## src/rtl/srl_cascade_chain_pkg.sv

```systemverilog
`default_nettype none
// ============================================================================
// Module   : srl_cascade_pkg
// Purpose  : Shared constants, width helpers and types for the SRL cascade
//            chain (default geometry, address/counter widths, stage source).
// Ports    : none (package)
// Revision : 1.0 - initial release
// ============================================================================
package srl_cascade_pkg;

   localparam int unsigned C_DEF_NLUT  = 4;
   localparam int unsigned C_DEF_DEPTH = 32;

   // Per-stage DI1 source selection.
   typedef enum logic {
      SRC_EXT     = 1'b0,
      SRC_CASCADE = 1'b1
   } stage_src_e;

   // Cascade-mode vector for the default geometry (bit i = stage i).
   typedef logic [C_DEF_NLUT-1:0] cascade_mode_t;

   function automatic int unsigned addr_w(input int unsigned depth);
      return $clog2(depth);
   endfunction

   // Counter must represent 0..nlut*depth inclusive.
   function automatic int unsigned cnt_w(input int unsigned nlut, input int unsigned depth);
      return $clog2(nlut * depth + 1);
   endfunction

endpackage
`default_nettype wire

```

## src/rtl/srl_cascade_chain_if.sv

```systemverilog
`default_nettype none
// ============================================================================
// Module   : srl_cascade_chain_if
// Purpose  : Bundle of control/data signals of the SRL cascade chain.
// Signals  : ce          shift enable for all stages
//            di          per-stage external serial data
//            cascade_sel per-stage cascade select (head bit ignored)
//            addr        per-stage read address, ADDR_W bits each
//            q           per-stage addressed read data
//            mc31        per-stage last bit
//            fill_cnt    saturating shift counter since reset
//            full        fill_cnt at NLUT*DEPTH
// Modports : master drives ce/di/cascade_sel/addr; slave (the chain) drives
//            q/mc31/fill_cnt/full.
// Revision : 1.0 - initial release
// ============================================================================
interface srl_cascade_chain_if
   import srl_cascade_pkg::*;
#(
   parameter int NLUT  = C_DEF_NLUT,
   parameter int DEPTH = C_DEF_DEPTH
);
   localparam int ADDR_W = addr_w(DEPTH);
   localparam int CNT_W  = cnt_w(NLUT, DEPTH);

   logic                     ce;
   logic [NLUT-1:0]          di;
   logic [NLUT-1:0]          cascade_sel;
   logic [NLUT*ADDR_W-1:0]   addr;
   logic [NLUT-1:0]          q;
   logic [NLUT-1:0]          mc31;
   logic [CNT_W-1:0]         fill_cnt;
   logic                     full;

   modport master (
      output ce, di, cascade_sel, addr,
      input  q, mc31, fill_cnt, full
   );

   modport slave (
      input  ce, di, cascade_sel, addr,
      output q, mc31, fill_cnt, full
   );

endinterface
`default_nettype wire

```

## src/rtl/srl_cascade_chain_stage.sv

```systemverilog
`default_nettype none
// ============================================================================
// Module   : srl_stage
// Purpose  : One DEPTH-bit addressable shift register (SRLC32E-style LUT).
// Ports    : clk  clock
//            rst  synchronous active-high reset, reloads INIT
//            ce   shift enable
//            d    serial input (enters bit 0)
//            addr read address
//            q    sr[addr], combinational
//            mc31 sr[DEPTH-1], combinational
// Revision : 1.0 - initial release
// ============================================================================
module srl_stage
   import srl_cascade_pkg::*;
#(
   parameter int               DEPTH = C_DEF_DEPTH,
   parameter logic [DEPTH-1:0] INIT  = '0
) (
   input  logic                      clk,
   input  logic                      rst,
   input  logic                      ce,
   input  logic                      d,
   input  logic [addr_w(DEPTH)-1:0]  addr,
   output logic                      q,
   output logic                      mc31
);

   logic [DEPTH-1:0] r_sr;

   always_ff @(posedge clk) begin
      if (rst) begin
         r_sr <= INIT;
      end else if (ce) begin
         r_sr <= {r_sr[DEPTH-2:0], d};
      end
   end

   // DEPTH is a power of two, so every addr value is a valid index.
   assign q    = r_sr[addr];
   assign mc31 = r_sr[DEPTH-1];

endmodule
`default_nettype wire

```

## src/rtl/srl_cascade_chain.sv

```systemverilog
`default_nettype none
// ============================================================================
// Module   : srl_cascade_chain
// Purpose  : NLUT cascadable addressable shift registers with per-stage DI1
//            mux (external di or mc31 of the stage above), INIT reload on
//            reset, saturating fill counter and optional registered q.
// Ports    : clk  clock, all state updates on rising edge
//            rst  synchronous active-high reset (priority over ce)
//            bus  srl_cascade_chain_if.slave: ce, di, cascade_sel, addr in;
//                 q, mc31, fill_cnt, full out
// Macro    : SRL_CASCADE_QREG_EN - when defined q is registered (one cycle
//            read latency, sampled from pre-shift contents every cycle,
//            cleared by rst). Undefined: q is combinational.
// Revision : 1.0 - initial release
// ============================================================================
module srl_cascade_chain
   import srl_cascade_pkg::*;
#(
   parameter int                    NLUT  = C_DEF_NLUT,
   parameter int                    DEPTH = C_DEF_DEPTH,
   parameter logic [NLUT*DEPTH-1:0] INIT  = '0
) (
   input  logic                     clk,
   input  logic                     rst,
   srl_cascade_chain_if.slave       bus
);

   localparam int               ADDR_W     = addr_w(DEPTH);
   localparam int               CNT_W      = cnt_w(NLUT, DEPTH);
   localparam logic [CNT_W-1:0] C_FILL_MAX = CNT_W'(NLUT * DEPTH);

   logic [NLUT-1:0]  w_d;
   logic [NLUT-1:0]  w_mc31;
   logic [NLUT-1:0]  w_q_rd;
   logic [CNT_W-1:0] r_fill_cnt;

   // The head stage has nothing above it, so its cascade select is unused.
   logic w_unused_head_sel;
   assign w_unused_head_sel = bus.cascade_sel[NLUT-1];

   generate
      for (genvar i = 0; i < NLUT; i++) begin : g_stage
         if (i == NLUT - 1) begin : g_head
            assign w_d[i] = bus.di[i];
         end else begin : g_body
            stage_src_e w_src;
            assign w_src  = stage_src_e'(bus.cascade_sel[i]);
            // mc31 of the stage above is its registered tail bit, so the
            // cascade advances one bit per stage per edge with no ripple.
            assign w_d[i] = (w_src == SRC_CASCADE) ? w_mc31[i+1] : bus.di[i];
         end

         srl_stage #(
            .DEPTH (DEPTH),
            .INIT  (INIT[i*DEPTH +: DEPTH])
         ) u_stage (
            .clk   (clk),
            .rst   (rst),
            .ce    (bus.ce),
            .d     (w_d[i]),
            .addr  (bus.addr[i*ADDR_W +: ADDR_W]),
            .q     (w_q_rd[i]),
            .mc31  (w_mc31[i])
         );
      end
   endgenerate

   always_ff @(posedge clk) begin
      if (rst) begin
         r_fill_cnt <= '0;
      end else if (bus.ce && (r_fill_cnt != C_FILL_MAX)) begin
         r_fill_cnt <= r_fill_cnt + 1'b1;
      end
   end

`ifdef SRL_CASCADE_QREG_EN
   // Samples the pre-shift contents on every edge, independent of ce.
   logic [NLUT-1:0] r_q;

   always_ff @(posedge clk) begin
      if (rst) begin
         r_q <= '0;
      end else begin
         r_q <= w_q_rd;
      end
   end

   assign bus.q = r_q;
`else
   assign bus.q = w_q_rd;
`endif

   assign bus.mc31     = w_mc31;
   assign bus.fill_cnt = r_fill_cnt;
   assign bus.full     = (r_fill_cnt == C_FILL_MAX);

endmodule
`default_nettype wire

```

## src/flat_wrapper.sv

```systemverilog
// flat-port wrapper written by rule: the top's interface ports become plain ports
module srl_cascade_chain_flat import srl_cascade_pkg::*;
#(
   parameter int                    NLUT  = C_DEF_NLUT,
   parameter int                    DEPTH = C_DEF_DEPTH,
   parameter logic [NLUT*DEPTH-1:0] INIT  = '0
)
  (clk, rst, bus_ce, bus_di, bus_cascade_sel, bus_addr, bus_q, bus_mc31, bus_fill_cnt, bus_full);
  srl_cascade_chain_if #(.NLUT(NLUT), .DEPTH(DEPTH)) bus_i ();
  input  logic clk;
  input  logic rst;
  input wire logic [$bits(bus_i.ce)-1:0] bus_ce;
  input wire logic [$bits(bus_i.di)-1:0] bus_di;
  input wire logic [$bits(bus_i.cascade_sel)-1:0] bus_cascade_sel;
  input wire logic [$bits(bus_i.addr)-1:0] bus_addr;
  output wire logic [$bits(bus_i.q)-1:0] bus_q;
  output wire logic [$bits(bus_i.mc31)-1:0] bus_mc31;
  output wire logic [$bits(bus_i.fill_cnt)-1:0] bus_fill_cnt;
  output wire logic [$bits(bus_i.full)-1:0] bus_full;
  assign bus_i.ce = bus_ce;
  assign bus_i.di = bus_di;
  assign bus_i.cascade_sel = bus_cascade_sel;
  assign bus_i.addr = bus_addr;
  assign bus_q = bus_i.q;
  assign bus_mc31 = bus_i.mc31;
  assign bus_fill_cnt = bus_i.fill_cnt;
  assign bus_full = bus_i.full;
  srl_cascade_chain #(.NLUT(NLUT), .DEPTH(DEPTH), .INIT(INIT)) u_core (.clk(clk), .rst(rst), .bus(bus_i));
endmodule
```

## config.mk

```make
export PLATFORM = sky130hd
export DESIGN_NAME = srl_cascade_chain_flat
export DESIGN_NICKNAME = d
export VERILOG_FILES = /design/src/rtl/srl_cascade_chain_pkg.sv /design/src/rtl/srl_cascade_chain_if.sv /design/src/rtl/srl_cascade_chain_stage.sv /design/src/rtl/srl_cascade_chain.sv /design/src/flat_wrapper.sv
export SDC_FILE = /design/constraint.sdc
export NUM_CORES = 1
export LEC_CHECK = 0
export ABC_AREA = 1
export BUFFER_PORTS_ARGS = -buffer_cell sky130_fd_sc_hd__buf_2
export CAP_MARGIN = 20
export CORE_ASPECT_RATIO = 0.5
export CORE_MARGIN = 2
export CORE_UTILIZATION = 60
export CTS_CLUSTER_SIZE = 40
export DETAILED_ROUTE_END_ITERATION = 10
export PLACE_DENSITY = 0.8
export SETUP_SLACK_MARGIN = 0.1
export SKIP_LAST_GASP = 1
export SLEW_MARGIN = 5
export SYNTH_ARGS = -nofsm -noshare
export SYNTH_HDL_FRONTEND = slang
export SYNTH_HIERARCHICAL = 1
export SYNTH_SLANG_ARGS = --single-unit
export TNS_END_PERCENT = 10
```

## constraint.sdc

```tcl
create_clock -name clk -period 2 [get_ports clk]
set_input_delay 0.2 -clock clk [delete_from_list [all_inputs] [get_ports clk]]
set_output_delay 0.2 -clock clk [all_outputs]
set_load 0.01 [all_outputs]
```

==> results of run 1 <==
[registers in the layout (all words and copies together), names as in the netlist]
register	flops
u_core/g_stage.u_stage/r_sr	128
u_core/bus.fill_cnt	8
[worst min-delay path by stage]
stage | endpoint | slack [ns] | cells past startpoint
after detailed placement | u_core/g_stage[3].u_stage/r_sr[0] | 0.46 | 3
after CTS | u_core/g_stage[3].u_stage/r_sr[0] | 0.02 | 3
final | u_core/g_stage[3].u_stage/r_sr[0] | 0.03 | 3
after global routing | u_core/g_stage[3].u_stage/r_sr[0] | 0.06 | 3
after global placement | u_core/g_stage[3].u_stage/r_sr[0] | 0.45 | 3
after floorplan | u_core/bus.fill_cnt[2] | 0.27 | 1
[routing by layer]
| layer | up-vias | part of all wire, % | global-route usage (%) |
|---|---|---|---|
| met2 | 175 | 47 | 41.2 |
| met4 | 0 | 0.63 | 7.05 |
| li1 | 3079 | - | - |
| met5 | - | 0 | 0 |
| met1 | 2757 | 46 | 31.7 |
| met3 | 9 | 6.0 | 5.71 |
[power groups by stage]
stage               logic, W  clock network, W  registers (W)
finish              0.000399           0.00284        0.00273
global route        0.000443           0.00300        0.00273
CTS                 0.000398           0.00289        0.00273
detailed placement  0.000396                 0        0.00279
global placement    0.000393                 0        0.00279
floorplan           0.000311                 0        0.00279
[layout make-up]
cell class                      count  area share (%)
Clock buffer                       19            6.35
Clock inverter                     13            1.42
Inverter                           32            2.01
Multi-Input combinational cell    722            44.5
Sequential cell                   136            39.0
Tap cell                          140            2.51
Timing Repair Buffer               52            4.20
[cell usage after synthesis (2+ instances only)]
library cell	n	area (um2)
nand3_1	100	500
o21ai_0	4	20.0
nand4_1	2	12.5
inv_2	8	30.0
buf_2	28	140
a21oi_1	134	671
inv_6	4	35.0
nand2_1	454	1700
nor2_1	10	37.5
nand2_2	3	18.8
clkbuf_1	16	60.1
inv_1	20	75.1
dfxtp_1	136	2720
nor2_2	2	12.5
buf_8	4	60.1
ha_1	2	25.0
buf_6	8	90.1
mux2_2	3	33.8
[cells by family after synthesis]
family / Yosys count / share of synthesized area [%]
adders and majority gates: 2 / 0.395
buffers and inverters: 89 / 7.96
muxes: 3 / 0.533
DFF: 136 / 43.0
xor gates and xnor gates: 1 / 0.138
AOI/OAI and AO/OA: 139 / 11.2
and+or+nand+nor: 577 / 36.8
[critical path, delay by kind of cell (launching register included)]
| kind | cells | cell delay, ns |
|---|---|---|
| and+or+nand+nor | 1 | 0.18 |
| adders and majority gates | 1 | 0.26 |
| buffers and inverters | 2 | 0.23 |
| DFF | 1 | 0.40 |
[stage by stage]
step                      utilization, %  std cells  setup WS [ns]  hold WS [ns]  total power, W
after floorplan                        -        947          0.733         0.269         0.00310
after global placement              62.8       1082          0.537         0.454         0.00318
after detailed placement            62.8       1082          0.519         0.461         0.00319
after CTS                           68.1       1114          0.312        0.0227         0.00602
after global routing                68.1       1114          0.219        0.0571         0.00618
final                               68.1       1114          0.315        0.0340         0.00597
==> impl_metrics.json, run 1 <==
{
  "crit_start": "u_core/bus.fill_cnt[0]",
  "area_growth_pct": 10.2,
  "critical_path.max_fanout": 6,
  "run_status": "finished clean",
  "hpwlAfterDp_um": 8270,
  "drive_gt1_share_pct": 10.9,
  "powerDensity_nw_per_um2": 856,
  "fin_crit_sh_pct": 84.2,
  "slew_viol_final": 0,
  "worstMarginPinSlew_ns": 0.514,
  "synth_area_um2": 6330,
  "required_ns": 1.80,
  "seq_power_share_pct": 45.7,
  "cts_hold_buf": 0,
  "slew_headroom_pct": 65.7,
  "n_antenna_cell": 0,
  "r2r_slack_ns": 0.57,
  "layout_common_cells": "nand2_1, dfxtp_1, a21oi_1, nand3_1, buf_2",
  "start_util_pct": 61.8,
  "slowest_stage": "dfxtp_1",
  "synth_edf_count": 0,
  "p_sw_share_pct": 25.4,
  "antenna_found_initial": 0,
  "postCtsSetupBuffers": 0,
  "cp-start-kind": "register",
  "cp-end-kind": "output pin",
  "drc_errors": 0,
  "place_area_um2": 6440,
  "dr.pass1.iters": 5,
  "min_period_ns": 1.68,
  "reg2reg_from": "u_core/bus.fill_cnt[0]",
  "ff_latch_area_um2": 2720,
  "clock_skew_ns": 0.00512,
  "path_cells": "inv_1 > ha_1 > and3_1 > buf_2",
  "gr-usage-all-layers_pct": 24.5,
  "slowest_delay_ns": 0.40,
  "grt_pass1_vias": 5275,
  "io_buffers": 46,
  "min_from": "bus_di[3]",
  "drt-initial-drc-count": 451,
  "ff2ff_path_depth": 7,
  "grt_max_degree": 67,
  "dieArea_um2": 11400,
  "syn-num-nets": 980,
  "overflow": 0,
  "clock_latency_ns": 0.41,
  "cts_resized": 0,
  "final_common_cell": "nand2_1",
  "fmax_mhz": 593,
  "detail-route-antenna-nets": 0,
  "finalHoldViolCount": 0,
  "cts_made_buffers": 17,
  "wire_per_inst_um": 12.2,
  "synthCells": 947,
  "syn_area_per_cell_um2": 6.69,
  "crit_arrival_ns": 1.48,
  "coreArea_um2": 10200,
  "path_class": "register to output pin",
  "die_h_um": 76.7,
  "synth_seq_cells": 136,
  "fillCellCount": 902,
  "io_pins": 48,
  "p_leak_nw": 2.57,
  "min_path_type": "input pin to register",
  "multi_input_comb_area_um2": 3110,
  "setup_viol": 0,
  "cp-endpoint": "bus_full",
  "vdd_drop_max_mv": 0.685,
  "ys_seq_area_share_pct": 43.0,
  "cts_buffer_depth": 2,
  "ys_warn_count": 6,
  "drv_cap": 0,
  "clockRootBuffer": "clkbuf_16",
  "tns_ns": 0,
  "p_int_w": 0.00446,
  "design_area_um2": 6980,
  "r2r-end": "u_core/bus.fill_cnt[5]",
  "path_clk_slew_ns": 0.06,
  "p_sw_w": 0.00152,
  "cts.sinks": 136,
  "combPwrFrac_pct": 6.7,
  "die_x_um": 149,
  "vias_per_cell": 5.40,
  "ys_dominant_reg_cell": "dfxtp_1",
  "place_congestion": 0.845,
  "dr_total_vias": 6020,
  "htreeDepth": 4,
  "fin_nets": 994,
  "drt_wl_total_um": 13600,
  "clockPowerShare_pct": 47.6,
  "ys_async_sr_fraction_pct": 0,
  "cts_tree": "done",
  "rows": 26,
  "synth_cell_type_count": 27,
  "grt_pass1_wl_um": 23300,
  "rsz0062_at_grt": "no"
}
Note: power is estimated with default switching activity, not from simulation.
==> inputs of run 2 (changes only) <==
ABC_AREA = 0   (was 1)
clock period = 1.7 ns   (was 2 ns; I/O delays follow)
==> run 2 against run 1 <==
  * Via count fell by 25%
  * The flow now finishes with violations (negative setup slack)
  * Sequential power is 18% higher
  * Routed wire length down 12%
==> impl_metrics.json, run 2 <==
{
  "largest_register_ff_count": 128,
  "synth_simple_gate_area_share_pct": 14.3,
  "clock_latency_ns": 0.41,
  "final_common_cell": "mux2i_1",
  "syn-num-nets": 659,
  "tns_ns": -0.326,
  "synth_area_um2": 6200,
  "grt_pass1_wl_um": 19600,
  "antenna_found_initial": 0,
  "ys_warn_count": 6,
  "synth_edf_count": 0,
  "ys_async_sr_fraction_pct": 0,
  "dp.cells": 792,
  "dr.pass1.iters": 4,
  "detail-route-antenna-nets": 0,
  "fin_nets": 714,
  "required_ns": 1.53,
  "vdd_drop_max_mv": 0.740,
  "fin_ws_ns": -0.102,
  "r2r_slack_ns": 0.30,
  "slew_headroom_pct": 68.8,
  "syn_area_per_cell_um2": 9.91,
  "die_x_um": 148,
  "fin_total_pwr_w": 0.00739,
  "synthMuxAreaShare_pct": 31.9,
  "rows": 26,
  "yosysTopAreaCell": "dfxtp_1",
  "critical_path.max_fanout": 3,
  "clock_skew_ns": 0.00587,
  "cts_made_buffers": 17,
  "place_congestion": 0.850,
  "synth_compound_area_share_pct": 4.96,
  "path_clk_slew_ns": 0.06,
  "cts.sinks": 136,
  "run_status": "complete, but fails checks",
  "drv_cap": 0,
  "synth_seq_cells": 136,
  "coreArea_um2": 10100,
  "crit_arrival_ns": 1.63,
  "clockRootBuffer": "clkbuf_16",
  "yosysMostFrequentCell": "mux2i_1",
  "synth_xor_area_share_pct": 0.282,
  "largest_register": "u_core/g_stage.u_stage/r_sr",
  "overflow": 0,
  "synthCells": 626,
  "grt_max_degree": 45,
  "worstMarginPinSlew_ns": 0.468,
  "drc_errors": 0,
  "design_area_um2": 7280,
  "min_period_ns": 1.80,
  "ys_seq_area_share_pct": 43.9,
  "dr_total_vias": 4533,
  "wire_per_inst_um": 14.4,
  "violations": "negative setup slack",
  "slew_viol_final": 0,
  "fin_crit_sh_pct": 106,
  "drive_gt1_share_pct": 18.7,
  "cts_buffer_depth": 2,
  "powerDensity_nw_per_um2": 1010,
  "setup_viol": 5,
  "cp-start-kind": "register",
  "synth_area_leaders": "dfxtp_1, mux2i_1, nor2_1",
  "grt_pass1_vias": 4216,
  "vias_per_cell": 5.44,
  "htreeDepth": 4,
  "ys_dominant_reg_cell": "dfxtp_1",
  "synth_cell_type_count": 30,
  "io_pins": 48,
  "cp-end-kind": "output pin",
  "gr-usage-all-layers_pct": 21.9,
  "dieArea_um2": 11200,
  "synth_top_family_by_area": "multiplexers",
  "finalHoldViolCount": 0,
  "rsz0062_at_grt": "yes",
  "io_buffers": 46,
  "hpwlAfterDp_um": 7470,
  "die_h_um": 75.9,
  "drt_wl_total_um": 12000,
  "synthTopCellsByCount": "mux2i_1, nor2_1, dfxtp_1, nand2_1",
  "p_leak_nw": 3.34,
  "synth.top_cell.area_share_pct": 43.9,
  "place_area_um2": 6580,
  "min_path_type": "input pin to register",
  "path_class": "register to output pin",
  "fmax_mhz": 555,
  "start_util_pct": 61.3,
  "n_antenna_cell": 0,
  "layout_common_cells": "mux2i_1, nor2_1, dfxtp_1, buf_2, nand2_1",
  "synthAdderAreaFrac_pct": 0.404,
  "cts_tree": "done",
  "drt-initial-drc-count": 250,
  "layoutNonFillerInstCount": 834,
  "area_growth_pct": 17.5
}
==> run 2: cell types whose count changed after synthesis, moves of 5 or more <==
cell / change
a21oi_1: -118
a22oi_1: +16
a311o_1: +5
buf_2: -16
inv_1: -17
inv_2: -8
mux2i_1: +193
nand2_1: -426
nand2b_1: +6
nand3_1: -92
nor2_1: +127
==> run 2: per-layer routing <==
layer  up-vias  global-route usage (%)  wire, um
met3         8                    5.39       435
li1       2299                       -         -
met1      2155                    27.5      5710
met4         0                    7.59        68
met5         -                       0         0
met2        71                    38.1      5780
==> run 2: area by class of cell <==
cell class | instances | area (um2)
timing repair buffer | 73 | 532
sequential | 136 | 2750
inverter | 3 | 11.3
clock inverter | 15 | 171
multi-input combinational | 450 | 3220
clock buffer | 17 | 425
fill | 745 | 2830
tap | 140 | 175
==> run 2: what timing repair did <==
action,CTS,global route
pin swaps,17,1
setup buffers,9,0
endpoints found under the hold margin,1,0
hold buffers,1,0
setup endpoints to repair,5,5
gates resized for setup,18,2
==> run 2: logic make-up (layout without fill, tap and decap cells) <==
kind of cell,after synthesis,count (layout)
multiplexers,197,197
adder cells (fa/ha/maj),2,2
buffers and inverters,40,108
XOR/XNOR,2,2
AO/OA/AOI/OAI,45,45
flip-flops,136,136
AND/OR/NAND/NOR,204,204
==> run 2: path summary, 6_finish.rpt <==
check | from | to | cells past startpoint
setup / recovery | u_core/g_stage[3].u_stage/r_sr[8] | bus_q[3] | 6
hold / removal | bus_di[0] | u_core/g_stage[0].u_stage/r_sr[0] | 4
setup reg to reg | u_core/bus.fill_cnt[0] | u_core/bus.fill_cnt[0] | 5
hold reg to reg | u_core/g_stage[3].u_stage/r_sr[18] | u_core/g_stage[3].u_stage/r_sr[18] | 2
==> run 2: worst max-delay path, cell delays in order, from the launching register on <==
cell,delay (ns)
dfxtp_1,0.33
mux2i_1,0.16
a21oi_1,0.09
nand3_1,0.09
nand2_1,0.05
a311o_1,0.34
buf_2,0.15
==> run 2: power by group <==
| group | switching, W | internal [W] | leakage [nW] | total, W |
|---|---|---|---|---|
| combinational | 0.000289 | 0.000248 | 1.94 | 0.000537 |
| clock | 0.00146 | 0.00219 | 0.290 | 0.00365 |
| sequential | 0.00000925 | 0.00320 | 1.11 | 0.00321 |
==> run 2: metrics by stage <==
step | utilization [%] | hold WS (ns) | setup WS (ns)
floorplan | - | 0.242 | 0.220
global placement | 65.1 | 0.411 | 0.121
detailed placement | 65.1 | 0.417 | 0.115
CTS | 72.0 | 0.114 | -0.0827
global route | 72.0 | 0.133 | -0.178
finish | 72.0 | 0.123 | -0.102
==> inputs of run 3 (changes only) <==
CORE_ASPECT_RATIO = default   (was 0.5)
==> run 3 against run 2 <==
  * The flow still finishes with violations (negative setup slack)
  * Setup slack got worse by 0.084 ns
  * Cell area fell by 0.10%
  * Global-route usage fell by 0.45 points
  * Non-clock buffer count rose by 1
  * Sequential share of layout area rose by 0.16 points
  * Largest cell class unchanged
  * Largest power group unchanged
  * Highest routed layer unchanged
==> impl_metrics.json, run 3 (synthesis results as in run 2) <==
{
  "largest_register_ff_count": 128,
  "clock_latency_ns": 0.52,
  "grt_pass1_vias": 4293,
  "wire_per_inst_um": 14.1,
  "cts_made_buffers": 17,
  "gr-usage-all-layers_pct": 21.5,
  "htreeDepth": 4,
  "violations": "negative setup slack",
  "final_common_cell": "mux2i_1",
  "finalCoreUtilization_pct": 71.4,
  "die_x_um": 106,
  "dr_total_vias": 4492,
  "fmax_mhz": 530,
  "vdd_drop_max_mv": 0.691,
  "clock_skew_ns": 0.00574,
  "fin_crit_sh_pct": 111,
  "vias_per_cell": 5.41,
  "min_path_type": "input pin to register",
  "required_ns": 1.53,
  "start_util_pct": 60.9,
  "overflow": 0,
  "fin_total_pwr_w": 0.00721,
  "cp-start-kind": "register",
  "clockRootBuffer": "clkbuf_8",
  "antenna_found_initial": 0,
  "layout_common_cells": "mux2i_1, nor2_1, dfxtp_1, buf_2, nand2_1",
  "io_pins": 48,
  "critical_path.max_fanout": 3,
  "ff_latch_area_um2": 2760,
  "dieArea_um2": 11200,
  "layoutNonFillerInstCount": 831,
  "dp.cells": 782,
  "rows": 37,
  "slew_headroom_pct": 78.3,
  "area_growth_pct": 17.4,
  "drc_errors": 0,
  "grt_pass1_wl_um": 19500,
  "largest_register": "u_core/g_stage.u_stage/r_sr",
  "worstMarginPinSlew_ns": 0.326,
  "n_antenna_cell": 0,
  "fin_nets": 715,
  "crit_arrival_ns": 1.72,
  "io_buffers": 46,
  "p_leak_nw": 3.32,
  "finalHoldViolCount": 0,
  "min_period_ns": 1.89,
  "place_congestion": 0.785,
  "cts_tree": "done",
  "coreArea_um2": 10200,
  "cp-end-kind": "output pin",
  "design_area_um2": 7280,
  "dr.pass1.iters": 5,
  "multi_input_comb_area_um2": 3230,
  "detail-route-antenna-nets": 0,
  "drt-initial-drc-count": 273,
  "place_area_um2": 6530,
  "hpwlAfterDp_um": 7480,
  "slew_viol_final": 0,
  "cts.sinks": 136,
  "fin_ws_ns": -0.186,
  "drive_gt1_share_pct": 20.0,
  "drt_wl_total_um": 11700,
  "holdWs_ns": 0.0221,
  "rsz0062_at_grt": "yes",
  "powerDensity_nw_per_um2": 991,
  "path_clk_slew_ns": 0.06,
  "die_h_um": 106,
  "grt_max_degree": 81,
  "path_class": "register to output pin",
  "cts_buffer_depth": 2,
  "setup_viol": 5,
  "fillCellCount": 752,
  "run_status": "complete, but fails checks",
  "drv_cap": 0
}
run 3: changes by cell type in the layout (fill, tap and decap cells not counted), moves of 2 or more:
cell	previous run	this run
clkbuf_8	0	3
clkinv_2	1	4
clkinv_4	8	1
clkinvlp_4	1	5
dfxtp_1	118	109
dfxtp_2	17	27
inv_6	2	0
run 3: metal layers:
metal	part of all wire, %	up-vias	global-route usage [%]	wire, um
met5	0	-	0	0
met4	1.2	0	8.74	140
met3	3.1	13	5.01	363
met2	49	67	35.3	5720
met1	47	2117	27.2	5470
li1	-	2295	-	-
run 3: metrics by stage:
step | worst slack [ns] | setup TNS, ns
2_1_floorplan | 0.220 | 0
3_3_place_gp | 0.121 | 0
3_5_place_dp | 0.124 | 0
4_1_cts | -0.197 | -0.959
5_1_grt | -0.278 | -1.41
6_report | -0.186 | -0.880
run 3: final timing paths:
kind | start | slack [ns] | end | cells after the start
max | u_core/g_stage[3].u_stage/r_sr[25] | -0.19 | bus_q[3] | 6
min | bus_di[2] | 0.02 | u_core/g_stage[2].u_stage/r_sr[0] | 4
max reg2reg | u_core/bus.fill_cnt[0] | 0.06 | u_core/bus.fill_cnt[0] | 6
min reg2reg | u_core/g_stage[1].u_stage/r_sr[27] | 0.51 | u_core/g_stage[1].u_stage/r_sr[27] | 2
run 3: layout make-up:
class	instances	share of cell area [%]
Clock buffer	20	6.12
Tap cell	136	2.34
Inverter	3	0.155
Clock inverter	12	1.74
Sequential cell	136	37.9
Timing Repair Buffer	74	7.44
Multi-Input combinational cell	450	44.3
run 3: timing repair:
item,in CTS,in global routing
hold buffers,2,0
gates resized for setup,18,11
setup endpoints to repair,5,8
pin swaps,17,5
hold endpoints to repair,9,0
buffers inserted,13,2
run 3: report_power, final:
| part | internal [W] | switching, W |
|---|---|---|
| registers | 0.00320 | 0.0000120 |
| clock network | 0.00215 | 0.00133 |
| logic | 0.000245 | 0.000280 |
| total | 0.00560 | 0.00162 |
run 3: critical path, stage by stage, from the launching register on:
cell     delay (ns)
dfxtp_2        0.33
mux2i_2        0.16
a22oi_1        0.11
nand3_1        0.08
nand2_1        0.05
a311o_1        0.32
buf_2          0.14
